### src/rtl/a2d_sched_pkg.sv
// Shared types, channel addresses and command-word helper for the A2D round-robin scheduler.
package a2d_sched_pkg;

  typedef enum logic [1:0] {StIdle, StCmd, StGap, StRd} state_t;

  typedef logic [1:0] rr_idx_t;

  localparam logic [2:0] ChLft   = 3'd0;
  localparam logic [2:0] ChRght  = 3'd4;
  localparam logic [2:0] ChSteer = 3'd5;
  localparam logic [2:0] ChBatt  = 3'd6;

  function automatic logic [2:0] idx_to_ch(rr_idx_t idx);
    logic [2:0] ch;
    ch = ChLft;
    unique case (idx)
      2'd0: ch = ChLft;
      2'd1: ch = ChRght;
      2'd2: ch = ChSteer;
      2'd3: ch = ChBatt;
      default: ch = ChLft;
    endcase
    return ch;
  endfunction

  function automatic logic [15:0] mk_cmd(logic [2:0] ch);
    return {2'b00, ch, 11'h000};
  endfunction

endpackage

### src/rtl/a2d_cyc_timer.sv
// Clear/enable cycle counter with terminal-count compare; shared by the gap and timeout windows.
module a2d_cyc_timer #(
  parameter int unsigned Width = 10
) (
  input  logic             clk,
  input  logic             rst,
  input  logic             clr,
  input  logic             en,
  input  logic [Width-1:0] tc,
  output logic             last
);

  logic [Width-1:0] cnt_q;

  always_ff @(posedge clk) begin
    if (rst || clr) begin
      cnt_q <= '0;
    end else if (en) begin
      cnt_q <= cnt_q + 1'b1;
    end
  end

  assign last = (cnt_q == tc);

endmodule

### src/rtl/a2d_rr_sched.sv
// Round-robin A2D scheduler: one cmd + one read SPI transaction per conversion over four channels.
// Optional SPI timeout with sticky err is enabled by defining A2D_TIMEOUT_EN.
module a2d_rr_sched
  import a2d_sched_pkg::*;
#(
  parameter int unsigned GapCyc     = 4,
  parameter int unsigned TimeoutCyc = 1024
) (
  input  logic        clk,
  input  logic        rst,
  input  logic        nxt,
  output logic        spi_wrt,
  output logic [15:0] spi_cmd,
  input  logic        spi_done,
  input  logic [15:0] spi_rd_data,
  output logic [11:0] lft_ld,
  output logic [11:0] rght_ld,
  output logic [11:0] steer_pot,
  output logic [11:0] batt,
  output logic        conv_vld,
  output logic [1:0]  conv_idx,
  output logic        busy,
  output logic        err
);

  localparam int unsigned TmrMax = (TimeoutCyc > GapCyc) ? TimeoutCyc : GapCyc;
  localparam int unsigned TmrW   = (TmrMax < 2) ? 1 : $clog2(TmrMax);
  localparam logic [TmrW-1:0] GapTc = TmrW'(GapCyc - 1);

  state_t      state_q, state_d;
  rr_idx_t     idx_q, idx_d;
  logic        pend_q, pend_d;
  logic        wrt_q, wrt_d;
  logic [15:0] cmd_q, cmd_d;
  logic        vld_q, vld_d;
  rr_idx_t     cidx_q, cidx_d;
  logic [11:0] lft_q, rght_q, steer_q, batt_q;
  logic        cap;
  logic        tmr_clr, tmr_en, tmr_last;
  logic [TmrW-1:0] tmr_tc;
  logic        unused_rd_hi;

  assign unused_rd_hi = ^spi_rd_data[15:12];

`ifdef A2D_TIMEOUT_EN
  localparam logic [TmrW-1:0] TimeoutTc = TmrW'(TimeoutCyc - 1);
  logic err_q, err_d;
`endif

  always_comb begin
    state_d = state_q;
    idx_d   = idx_q;
    pend_d  = pend_q;
    wrt_d   = 1'b0;
    cmd_d   = cmd_q;
    vld_d   = 1'b0;
    cidx_d  = cidx_q;
    cap     = 1'b0;
    tmr_en  = 1'b0;
    tmr_tc  = GapTc;
`ifdef A2D_TIMEOUT_EN
    err_d   = err_q;
`endif
    // A request arriving on the clock busy falls still lands in pend.
    if (nxt && (state_q != StIdle)) pend_d = 1'b1;

    unique case (state_q)
      StIdle: begin
        if (nxt || pend_q) begin
          wrt_d   = 1'b1;
          cmd_d   = mk_cmd(idx_to_ch(idx_q));
          pend_d  = 1'b0;
          state_d = StCmd;
        end
      end
      StCmd: begin
        if (spi_done) begin
          state_d = StGap;
        end
`ifdef A2D_TIMEOUT_EN
        else begin
          tmr_en = 1'b1;
          tmr_tc = TimeoutTc;
          if (tmr_last) begin
            err_d   = 1'b1;
            idx_d   = idx_q + 1'b1;
            state_d = StIdle;
          end
        end
`endif
      end
      StGap: begin
        tmr_en = 1'b1;
        if (tmr_last) begin
          wrt_d   = 1'b1;
          state_d = StRd;
        end
      end
      StRd: begin
        if (spi_done) begin
          cap     = 1'b1;
          vld_d   = 1'b1;
          cidx_d  = idx_q;
          idx_d   = idx_q + 1'b1;
          state_d = StIdle;
        end
`ifdef A2D_TIMEOUT_EN
        else begin
          tmr_en = 1'b1;
          tmr_tc = TimeoutTc;
          if (tmr_last) begin
            err_d   = 1'b1;
            idx_d   = idx_q + 1'b1;
            state_d = StIdle;
          end
        end
`endif
      end
      default: state_d = StIdle;
    endcase

    // Every state change restarts the shared window count.
    tmr_clr = (state_d != state_q);
  end

  a2d_cyc_timer #(
    .Width (TmrW)
  ) u_timer (
    .clk  (clk),
    .rst  (rst),
    .clr  (tmr_clr),
    .en   (tmr_en),
    .tc   (tmr_tc),
    .last (tmr_last)
  );

  always_ff @(posedge clk) begin
    if (rst) begin
      state_q <= StIdle;
      idx_q   <= '0;
      pend_q  <= 1'b0;
      wrt_q   <= 1'b0;
      cmd_q   <= '0;
      vld_q   <= 1'b0;
      cidx_q  <= '0;
    end else begin
      state_q <= state_d;
      idx_q   <= idx_d;
      pend_q  <= pend_d;
      wrt_q   <= wrt_d;
      cmd_q   <= cmd_d;
      vld_q   <= vld_d;
      cidx_q  <= cidx_d;
    end
  end

  // Battery resets to full scale so downstream logic sees no low-battery alarm.
  always_ff @(posedge clk) begin
    if (rst) begin
      lft_q   <= '0;
      rght_q  <= '0;
      steer_q <= '0;
      batt_q  <= 12'hFFF;
    end else if (cap) begin
      unique case (idx_q)
        2'd0: lft_q   <= spi_rd_data[11:0];
        2'd1: rght_q  <= spi_rd_data[11:0];
        2'd2: steer_q <= spi_rd_data[11:0];
        2'd3: batt_q  <= spi_rd_data[11:0];
        default: lft_q <= lft_q;
      endcase
    end
  end

`ifdef A2D_TIMEOUT_EN
  always_ff @(posedge clk) begin
    if (rst) err_q <= 1'b0;
    else     err_q <= err_d;
  end
  assign err = err_q;
`else
  assign err = 1'b0;
`endif

  assign spi_wrt   = wrt_q;
  assign spi_cmd   = cmd_q;
  assign lft_ld    = lft_q;
  assign rght_ld   = rght_q;
  assign steer_pot = steer_q;
  assign batt      = batt_q;
  assign conv_vld  = vld_q;
  assign conv_idx  = cidx_q;
  assign busy      = (state_q != StIdle);

endmodule
### config.mk
export PLATFORM = sky130hd
export DESIGN_NAME = a2d_rr_sched
export DESIGN_NICKNAME = d
export VERILOG_FILES = /design/src/rtl/a2d_sched_pkg.sv /design/src/rtl/a2d_cyc_timer.sv /design/src/rtl/a2d_rr_sched.sv
export SDC_FILE = /design/constraint.sdc
export NUM_CORES = 1
export LEC_CHECK = 0
export CORE_MARGIN = 2
export CORE_UTILIZATION = 49
export DETAILED_ROUTE_END_ITERATION = 6
export PLACE_DENSITY = 0.82
export RECOVER_POWER = 25
export REMOVE_ABC_BUFFERS = 1
export SLEW_MARGIN = 20
export SYNTH_ARGS = -nofsm -noshare
export SYNTH_HDL_FRONTEND = slang
export SYNTH_SLANG_ARGS = --single-unit
### constraint.sdc
create_clock -name clk -period 3.05 [get_ports clk]
set_input_delay 0.61 -clock clk [delete_from_list [all_inputs] [get_ports clk]]
set_output_delay 0.61 -clock clk [all_outputs]
set_load 0.05 [all_outputs]
==> impl_metrics.ini <==
[outcome]
run_status = finished, final reports clean

[layout]
multi_input_area_sq_um = 1190
drive_gt1_frac = 0.0512
regArea_sq_um = 1400
postLayoutCoreUtil = 0.665
fin_cells = 463
n_fill_cell = 456
layout.nets = 412
fin_area_sq_um = 3640
syn_to_final_growth_pct = 31.7
antennaDiodeCount = 0

[clocking]
cts_tree = yes
clk_pin_slew_ns = 0.08
cts_max_path_buffers = 2
clock_latency_ns = 0.35
ctsHoldBuffers = 0
cts_root_buf = clkbuf_8
htree_levels = 3
postCtsSetupBuffers = 0
numCtsBuffers = 9
cts.sinks = 70
cts_resized = 0

[routing]
drt_first_pass_iters = 4
route.detailed.drc = 0
antenna_left = 0
num_vias = 2342
post_drt_wl_per_cell_microns = 14.1
routed_wl_microns = 6520
via_per_inst = 5.06
drt_iter0_drc = 135

[critical_path]
worstPathArrival_ns = 1.85
slowest_delay_ns = 0.79
cp-end-kind = output pin
worstPathMaxFanout = 11
crit_type = flop to output pin
cp_slowest_cell = clkdlybuf4s50_1
cp_num_cells = 3
critPathTopFamily = buffers and inverters
crit_path_cell_trace = nor2_1, inv_1, clkdlybuf4s50_1
cp-start-kind = flop
path_buf_inv = 2
startpoint = state_q[0]
rr_endpoint = batt[4]
crit_end = busy
timing.rr.start = state_q[0]
worstPathRequired_ns = 2.44
r2r_cells = 3
worst-r2r-setup-slack_ns = 0.88

[placement]
port_buffers = 71
gp_congestion = 0.781
dp.cells = 447
place_area_sq_um = 3420
place_hpwl_microns = 4390
dp_slack_ns = 0.634

[timing]
finalCriticalPeriod_ns = 2.46
setup_tns_ns = 0
tightest_slew_ns = 1.12
hold_violations = 0
rsz0062_at_grt = false
holdWs_ns = 0.455
drv_slew = 0
fin_crit_sh = 0.806
clock_skew_ns = 0.0103
slew_headroom = 0.250
setup_viol = 0
setup_ws_ns = 0.590
clock.fmax_ghz = 0.407

[grt]
grt_pass1_wl_microns = 10100
grt_start_max_net_pins = 58
grt_pass1_vias = 2128
antenna_found_initial = 0
grt_usage = 0.211
grt-ovfl-total = 0

[floorplanning]
core-area_sq_um = 5470
row_count = 27
pin_count = 90
initial_core_util = 0.505
die_h_microns = 79.1
dieArea_sq_um = 6260
die_w_microns = 79.1

[yosys]
yosysWarnings = 0
ys_types = 33
yosys.area_share.simple = 0.222
synth_edf_count = 0
ys_ff_latch = 70
synth_top_family_by_area = simple AND/OR/NAND/NOR gates
syn_area_sq_um = 2770
synthTopCellsByArea = dfxtp_1 (51%), nand2_1 (12%), a21oi_1 (7.6%)
post-synth-top-count-cell = nand2_1
yosys-top-cells-count = nand2_1 (88), dfxtp_1 (70), a21oi_1 (42), nor2_1 (17), buf_4 (16)
netlist.top_cell.by_area = dfxtp_1
synth_compound_area_frac = 0.132
syn_avg_cell_area_sq_um = 8.56
muxShareOfSynthArea = 0.00362
synth_top_area_share = 0.507
synth_xor_area_frac = 0.0317
synthAdderAreaFrac = 0.0271
synth_top_flop_cell = dfxtp_1
seq_area_frac_synth = 0.507
async_flop_share = 0
netlist_instances = 323

[pwr]
max-vdd-ir-drop_mv = 0.311
power_density_nw_per_um2 = 546
p_total_mw = 1.99
p_leak_nw = 1.34

[min_path]
hold_class = flop to flop

[run]
maxCapViolCount = 0
## worst min path at each step
stage | endpoint | slack [ns] | cells after the start | startpoint
after floorplan | u_timer.cnt_q[9] | 0.48 | 2 | u_timer.cnt_q[9]
after global placement | lft_ld[1] | 0.44 | 2 | lft_ld[1]
after detailed placement | rght_ld[8] | 0.45 | 2 | rght_ld[8]
after CTS | lft_ld[1] | 0.46 | 2 | lft_ld[1]
after global routing | lft_ld[7] | 0.47 | 2 | lft_ld[7]
final | lft_ld[1] | 0.45 | 2 | lft_ld[1]
## cell type report
type	instances	share of cell area
clock buffers	9	0.0340
multi-input cells	230	0.327
flip-flops and latches	70	0.385
clock inverters	7	0.0309
well taps	72	0.0247
inverters	3	0.00309
repair buffers	72	0.195
## sequential cells by signal, summed over array words and instances, names as in the netlist
signal,cells
steer_pot,12
pend_q,1
spi_cmd,3
u_timer.cnt_q,10
state_q,2
spi_wrt,1
rght_ld,12
idx_q,2
conv_vld,1
conv_idx,2
batt,12
lft_ld,12
## cells in the final DEF (no fill, tap or decap), drive strengths merged, types with 2 or more instances in the layout
master / count
nand2: 90
dfxtp: 70
clkdlybuf4s50: 68
a21oi: 43
nor2: 17
conb: 14
and3: 13
a211o: 12
clkbuf: 11
xor2: 8
ha: 6
nand3: 4
inv: 3
nand4: 3
and2: 3
clkinv: 3
bufinv: 3
nor4: 2
o21ai: 2
and4b: 2
xnor2: 2
nor3: 2
dlygate4sd3: 2
## per-layer routing
| layer | part of all wire | track usage | vias up |
|---|---|---|---|
| met5 | 0 | 0 | - |
| met2 | 0.46 | 0.309 | 99 |
| met3 | 0.075 | 0.0625 | 13 |
| met1 | 0.43 | 0.276 | 1065 |
| met4 | 0.027 | 0.119 | 0 |
| li1 | - | - | 1165 |
## report_power, final
part / switching, mW / internal [mW]
clock: 0.358 / 0.539
combinational: 0.117 / 0.0424
sequential: 0.0108 / 0.923
## cells by family after synthesis
logic type	Yosys count
buffers and inverters	36
multiplexers	1
XOR/XNOR	10
AND/OR/NAND/NOR	139
adder cells (fa/ha/maj)	6
other	1
AO/OA/AOI/OAI	60
flip-flops	70
## worst register-to-register path, delay by kind of cell (launching register included)
family,cells,cell delay [ns]
simple gates,2,1.14
flops,1,0.52
compound gates,1,0.39
Note: power is estimated with default switching activity, not from simulation.
